<file path="src/rtl/vga_rect_fill.sv">
// vga_rect_fill - solid rectangle filler for a linear video memory.
//
// Accepts a rectangle command (top-left iX/iY, size iW/iH, colour iColor)
// while idle and then issues one video-memory write per clock in row-major
// order. The write address is FB_WIDTH*row + col, wrapping modulo 2^ADDR_W.
// A one-cycle oDone pulse follows the last write. iAbort cancels a fill
// without oDone.
//
// Optional feature: define VGA_RECT_CLIP_EN to clip the rectangle to the
// FB_WIDTH x FB_HEIGHT framebuffer at acceptance. When it is undefined,
// every iW*iH pixel is written.
//
// Ports
//   Clock         in   rising-edge clock
//   Reset         in   asynchronous active-low reset
//   iStart        in   command strobe, sampled only while oReady=1
//   iAbort        in   cancel an active fill
//   iX, iY        in   top-left column / row (16 bit)
//   iW, iH        in   width / height in pixels (16 bit)
//   iColor        in   fill colour
//   oReady        out  idle; a command is accepted this cycle if iStart=1
//   oBusy         out  fill in progress
//   oDone         out  one-cycle completion pulse
//   oWriteEnable  out  video-memory write strobe
//   oWriteAddress out  video-memory write address
//   oDataOut      out  video-memory write data
module vga_rect_fill #(
  parameter int FB_WIDTH  = 400,
  parameter int FB_HEIGHT = 240,
  parameter int ADDR_W    = 19,
  parameter int COLOR_W   = 3
) (
  input  logic               Clock,
  input  logic               Reset,
  input  logic               iStart,
  input  logic               iAbort,
  input  logic [15:0]        iX,
  input  logic [15:0]        iY,
  input  logic [15:0]        iW,
  input  logic [15:0]        iH,
  input  logic [COLOR_W-1:0] iColor,
  output logic               oReady,
  output logic               oBusy,
  output logic               oDone,
  output logic               oWriteEnable,
  output logic [ADDR_W-1:0]  oWriteAddress,
  output logic [COLOR_W-1:0] oDataOut
);

  typedef enum logic [1:0] {S_IDLE, S_FILL, S_DONE} state_t;

  localparam logic [ADDR_W-1:0] ROW_STEP = ADDR_W'(FB_WIDTH);

  state_t              r_state, w_state_next;
  logic [15:0]         r_col, w_col_next;
  logic [15:0]         r_row, w_row_next;
  logic [15:0]         r_w, w_w_next;
  logic [15:0]         r_h, w_h_next;
  logic [ADDR_W-1:0]   r_base, w_base_next;
  logic [ADDR_W-1:0]   r_addr, w_addr_next;
  logic [COLOR_W-1:0]  r_color, w_color_next;
  logic                r_ready, w_ready_next;
  logic                r_busy, w_busy_next;
  logic                r_done, w_done_next;
  logic                r_we, w_we_next;

  logic [15:0]         w_eff_w, w_eff_h;
  logic [ADDR_W-1:0]   w_start_addr;
  logic                w_last_col, w_last_row;

  // Effective rectangle size at acceptance.
`ifdef VGA_RECT_CLIP_EN
  logic [31:0] w_room_x, w_room_y;
  always_comb begin
    w_room_x = 32'(FB_WIDTH)  - 32'(iX);
    w_room_y = 32'(FB_HEIGHT) - 32'(iY);
    w_eff_w  = iW;
    w_eff_h  = iH;
    if (32'(iX) >= 32'(FB_WIDTH))   w_eff_w = 16'd0;
    else if (32'(iW) > w_room_x)    w_eff_w = w_room_x[15:0];
    if (32'(iY) >= 32'(FB_HEIGHT))  w_eff_h = 16'd0;
    else if (32'(iH) > w_room_y)    w_eff_h = w_room_y[15:0];
  end
`else
  assign w_eff_w = iW;
  assign w_eff_h = iH;
`endif

  // The only multiply: start address, evaluated once per accepted command.
  assign w_start_addr = ADDR_W'(iY) * ROW_STEP + ADDR_W'(iX);

  assign w_last_col = (r_col == r_w - 16'd1);
  assign w_last_row = (r_row == r_h - 16'd1);

  always_comb begin
    w_state_next = r_state;
    w_col_next   = r_col;
    w_row_next   = r_row;
    w_w_next     = r_w;
    w_h_next     = r_h;
    w_base_next  = r_base;
    w_addr_next  = r_addr;
    w_color_next = r_color;
    w_ready_next = r_ready;
    w_busy_next  = r_busy;
    w_done_next  = 1'b0;
    w_we_next    = 1'b0;

    case (r_state)
      S_IDLE: begin
        // iAbort is meaningless here, so start wins when both are high.
        if (iStart) begin
          w_w_next     = w_eff_w;
          w_h_next     = w_eff_h;
          w_col_next   = 16'd0;
          w_row_next   = 16'd0;
          w_base_next  = w_start_addr;
          w_addr_next  = w_start_addr;
          w_color_next = iColor;
          w_ready_next = 1'b0;
          if (w_eff_w == 16'd0 || w_eff_h == 16'd0) begin
            w_state_next = S_DONE;
            w_busy_next  = 1'b0;
            w_done_next  = 1'b1;
          end else begin
            w_state_next = S_FILL;
            w_busy_next  = 1'b1;
            w_we_next    = 1'b1;
          end
        end
      end
      S_FILL: begin
        if (iAbort) begin
          w_state_next = S_IDLE;
          w_busy_next  = 1'b0;
          w_ready_next = 1'b1;
        end else if (w_last_col && w_last_row) begin
          w_state_next = S_DONE;
          w_busy_next  = 1'b0;
          w_done_next  = 1'b1;
        end else if (w_last_col) begin
          // Next row: advance the running row base instead of multiplying.
          w_col_next  = 16'd0;
          w_row_next  = r_row + 16'd1;
          w_base_next = r_base + ROW_STEP;
          w_addr_next = r_base + ROW_STEP;
          w_we_next   = 1'b1;
        end else begin
          w_col_next  = r_col + 16'd1;
          w_addr_next = r_addr + {{(ADDR_W-1){1'b0}}, 1'b1};
          w_we_next   = 1'b1;
        end
      end
      S_DONE: begin
        w_state_next = S_IDLE;
        w_ready_next = 1'b1;
      end
      default: begin
        w_state_next = S_IDLE;
        w_ready_next = 1'b1;
        w_busy_next  = 1'b0;
      end
    endcase
  end

  always_ff @(posedge Clock or negedge Reset) begin
    if (!Reset) begin
      r_state <= S_IDLE;
      r_col   <= '0;
      r_row   <= '0;
      r_w     <= '0;
      r_h     <= '0;
      r_base  <= '0;
      r_addr  <= '0;
      r_color <= '0;
      r_ready <= 1'b1;
      r_busy  <= 1'b0;
      r_done  <= 1'b0;
      r_we    <= 1'b0;
    end else begin
      r_state <= w_state_next;
      r_col   <= w_col_next;
      r_row   <= w_row_next;
      r_w     <= w_w_next;
      r_h     <= w_h_next;
      r_base  <= w_base_next;
      r_addr  <= w_addr_next;
      r_color <= w_color_next;
      r_ready <= w_ready_next;
      r_busy  <= w_busy_next;
      r_done  <= w_done_next;
      r_we    <= w_we_next;
    end
  end

  assign oReady        = r_ready;
  assign oBusy         = r_busy;
  assign oDone         = r_done;
  assign oWriteEnable  = r_we;
  assign oWriteAddress = r_addr;
  assign oDataOut      = r_color;

endmodule

</file>
<file path="config.mk">
export PLATFORM = sky130hd
export DESIGN_NAME = vga_rect_fill
export DESIGN_NICKNAME = d
export VERILOG_FILES = /design/src/rtl/vga_rect_fill.sv
export SDC_FILE = /design/constraint.sdc
export NUM_CORES = 1
export LEC_CHECK = 0
export ABC_AREA = 1
export CAP_MARGIN = 20
export CORE_ASPECT_RATIO = 0.9
export CORE_UTILIZATION = 46
export DETAILED_ROUTE_END_ITERATION = 8
export PLACE_DENSITY = 0.71
export SKIP_LAST_GASP = 1
export SYNTH_ARGS = -nofsm -noshare
export SYNTH_HDL_FRONTEND = slang
export SYNTH_SLANG_ARGS = --single-unit
</file>
<file path="constraint.sdc">
create_clock -name Clock -period 7 [get_ports Clock]
set_input_delay 2.1 -clock Clock [delete_from_list [all_inputs] [get_ports Clock]]
set_output_delay 2.1 -clock Clock [all_outputs]
set_load 0.01 [all_outputs]
</file>
==> run summary <==
met3 GRT Util: 3.92%
Clk Latency, worst-skew pair: 0.37 ns
TritonCTS clock tree: built
most frequent CP cell: nand2_1
Chip Height: 139 um
RSZ-0062 raised after global routing: false
maxcap violations: 0
Max Slew Vio Count: 0
P_leak: 5.55 nW
skew final: 0.0133 ns
syn_nets: 1612
crit start category: input port
met2 usage: 37.8%
# fillers: 2024
Max Buffers Root-to-Sink: 2
CP Max Fanout: 4
DIE AREA: 21500 um2
Cell variety after synth: 37
VDD IR max: 0.000192 V
post-route ant nets: 0
critical path's slowest cell: clkdlybuf4s50_1
Setup Fix Bufs, Post-CTS: 0
Vias per Instance: 5.21
worst path cell trace: clkdlybuf4s50_1, ha_1, ha_1, fa_1, ha_1, inv_1, nor3_1, a21oi_1, xnor2_1, ha_1, nand2_1, nor2_1, nand3_1, nand4_1, nand2_1, nand2_1, o21ai_0, nand2_1, nand3_1, nand2_1
yosys warns: 0
pwr dens: 342 nW/um2
Die W: 155 um
GR Util met1: 35.3%
post-detailed-routing wire length: 25200 um
share of async-settable or async-resettable flops after synthesis: 100%
critical path's largest stage delay: 0.48 ns
Max H-tree Level: 3
Worst slew margin: 39.5%
area post-placement: 10700 um2
cts-stage hold buffer count: 0
outcome: complete, no violations
initial antenna violation count: 0
GR peak layer: met2
Root Driver: clkbuf_16
final worst path period share: 86.6%
GP Congestion: 0.917
Area Growth Syn to Fin: 14.3%
routed vias: 9424
Core Region: 20200 um2
nets: 1680
Peak Freq: 0.165 GHz
largest net degree at the start of global routing: 71
Hold WC Path Type: register to register
clock tree sinks: 111
dpl hpwl: 19100 um
Worst Max-Slew Pin Slew: 0.905 ns
Mapped Area: 9630 um2
synth top area cells: dfrtp_1 (29%), nand2_1 (20%), nand3_1 (7.1%), inv_1 (7.0%), ha_1 (6.6%)
total track usage: 24.4%
CTS clock-pin slew for the worst setup and hold paths: 0.07 ns
final hold violations: 0
top cell type's share of synthesized area: 28.6%
vias in the first global route: 8815
Starting Density: 47.6%
most frequent cells in the layout: nand2_1 (511), inv_1 (179), nand3_1 (137)
Post-synth EDFFs: 0
Antenna Cells: 0
TritonCTS buffer count: 9
first-pass GRT wire length: 42600 um
Setup TNS: 0 ns
largest area contributor in the netlist: dfrtp_1
synthesis-stage register bit count: 111
Syn Inst Count: 1480
Pre-antenna DRT Iters: 5
DRC: 0
total congestion overflow: 0
DR WL/cell: 14.0 um
most common cell after layout, fill and taps aside: nand2_1
final std cell area, no fill: 11000 um2
kind of critical path: input port to register
Critical Path AT: 6.31 ns
I/O Buffers: 95
share of layout cells above drive strength 1: 3.61%
Primary FF master, synth: dfrtp_1
Rows: 49
Syn Area/Cell: 6.51 um2
min Tclk post-route: 6.06 ns
1st-iter DRT viols: 623
post_cts resized: 0
Setup crit end kind: register
I/O Pins: 97
Worst EP required: 7.25 ns
# setup viols final: 0
sequential element share of the synthesized area: 28.8%
## final cells by class
| cell class | instances | area, um2 | share of cell area [%] |
|---|---|---|---|
| well taps | 255 | 319 | 2.90 |
| inverters | 185 | 694 | 6.31 |
| flip-flops and latches | 111 | 2780 | 25.2 |
| clock buffers | 10 | 239 | 2.17 |
| clock inverters | 6 | 46.3 | 0.420 |
| multi-input cells | 1141 | 5950 | 54.0 |
| repair buffers | 100 | 986 | 8.95 |
## flip-flops by register name, summed over array words and instances (netlist names), 2 cells and up
signal,cells
r_w,16
r_row,16
r_col,16
r_h,16
oWriteAddress,19
r_base,19
oDataOut,3
r_state,2
## logic make-up (layout without fill, tap and decap cells)
| family | Yosys count | in the layout | synth area share, % |
|---|---|---|---|
| buffers and inverters | 228 | 301 | 9.45 |
| XOR/XNOR | 84 | 84 | 7.64 |
| adder cells (fa/ha/maj) | 61 | 61 | 8.70 |
| AO/OA/AOI/OAI | 111 | 111 | 6.06 |
| flip-flops | 111 | 111 | 28.8 |
| AND/OR/NAND/NOR | 885 | 885 | 39.3 |
## power breakdown
part	internal (mW)	switching (mW)
clock network	0.253	0.249
registers	0.861	0.281
logic	0.796	1.33
total	1.91	1.86
## metal layers
layer / vias to the layer above / wire length (um)
li1: 4830 / -
met4: 0 / 356
met1: 4323 / 12900
met3: 27 / 1220
met5: - / 0
met2: 244 / 10800
## final timing paths
path	slack, ns	cells past startpoint	start	end
hold / removal	0.48	2	r_base[10]	r_base[10]
setup reg to reg	2.82	14	r_w[0]	r_col[11]
setup / recovery	0.94	20	iY[2]	r_base[16]
min in group asynchronous	1.88	1	Reset	r_h[6]
hold reg to reg	0.48	2	r_base[10]	r_base[10]
max in group asynchronous	4.01	2	Reset	oReady
## through the flow
step	util [%]	hold WS (ns)	setup slack [ns]	total power [mW]	std cells
2_1_floorplan	-	0.442	1.62	2.64	1480
3_3_place_gp	53.0	0.456	0.648	3.21	1792
3_5_place_dp	53.0	0.459	0.572	3.25	1792
4_1_cts	54.4	0.477	0.965	3.77	1808
5_1_grt	54.4	0.504	0.539	4.14	1808
6_report	54.4	0.481	0.939	3.77	1808
## worst max-delay path: cells and delay by family
kind / cells / cell delay, ns
AO/OA/AOI/OAI: 2 / 0.47
XOR/XNOR: 1 / 0.24
adder cells (fa/ha/maj): 5 / 1.81
buffers and inverters: 2 / 0.57
AND/OR/NAND/NOR: 10 / 1.15
## Yosys cell counts, types with 2 or more instances
master and number:
nand4_1 29, a21oi_1 30, nor4_1 14, buf_4 3, nor2_2 9, dfrtp_1 110, nor2_4 3, ha_1 51
clkbuf_1 22, o21ai_0 63, o31ai_1 2, xor2_1 54, nand2_1 511, inv_2 6, nor3b_1 3, nor3_1 36
nand3_1 137, nor2_1 121, or2_2 5, nand2_2 6, buf_1 3, o21ai_1 11, nand3b_1 9, xnor2_1 30
inv_1 179, buf_2 10, fa_1 10, buf_6 4
No activity file was read; power rests on OpenSTA's default activity.
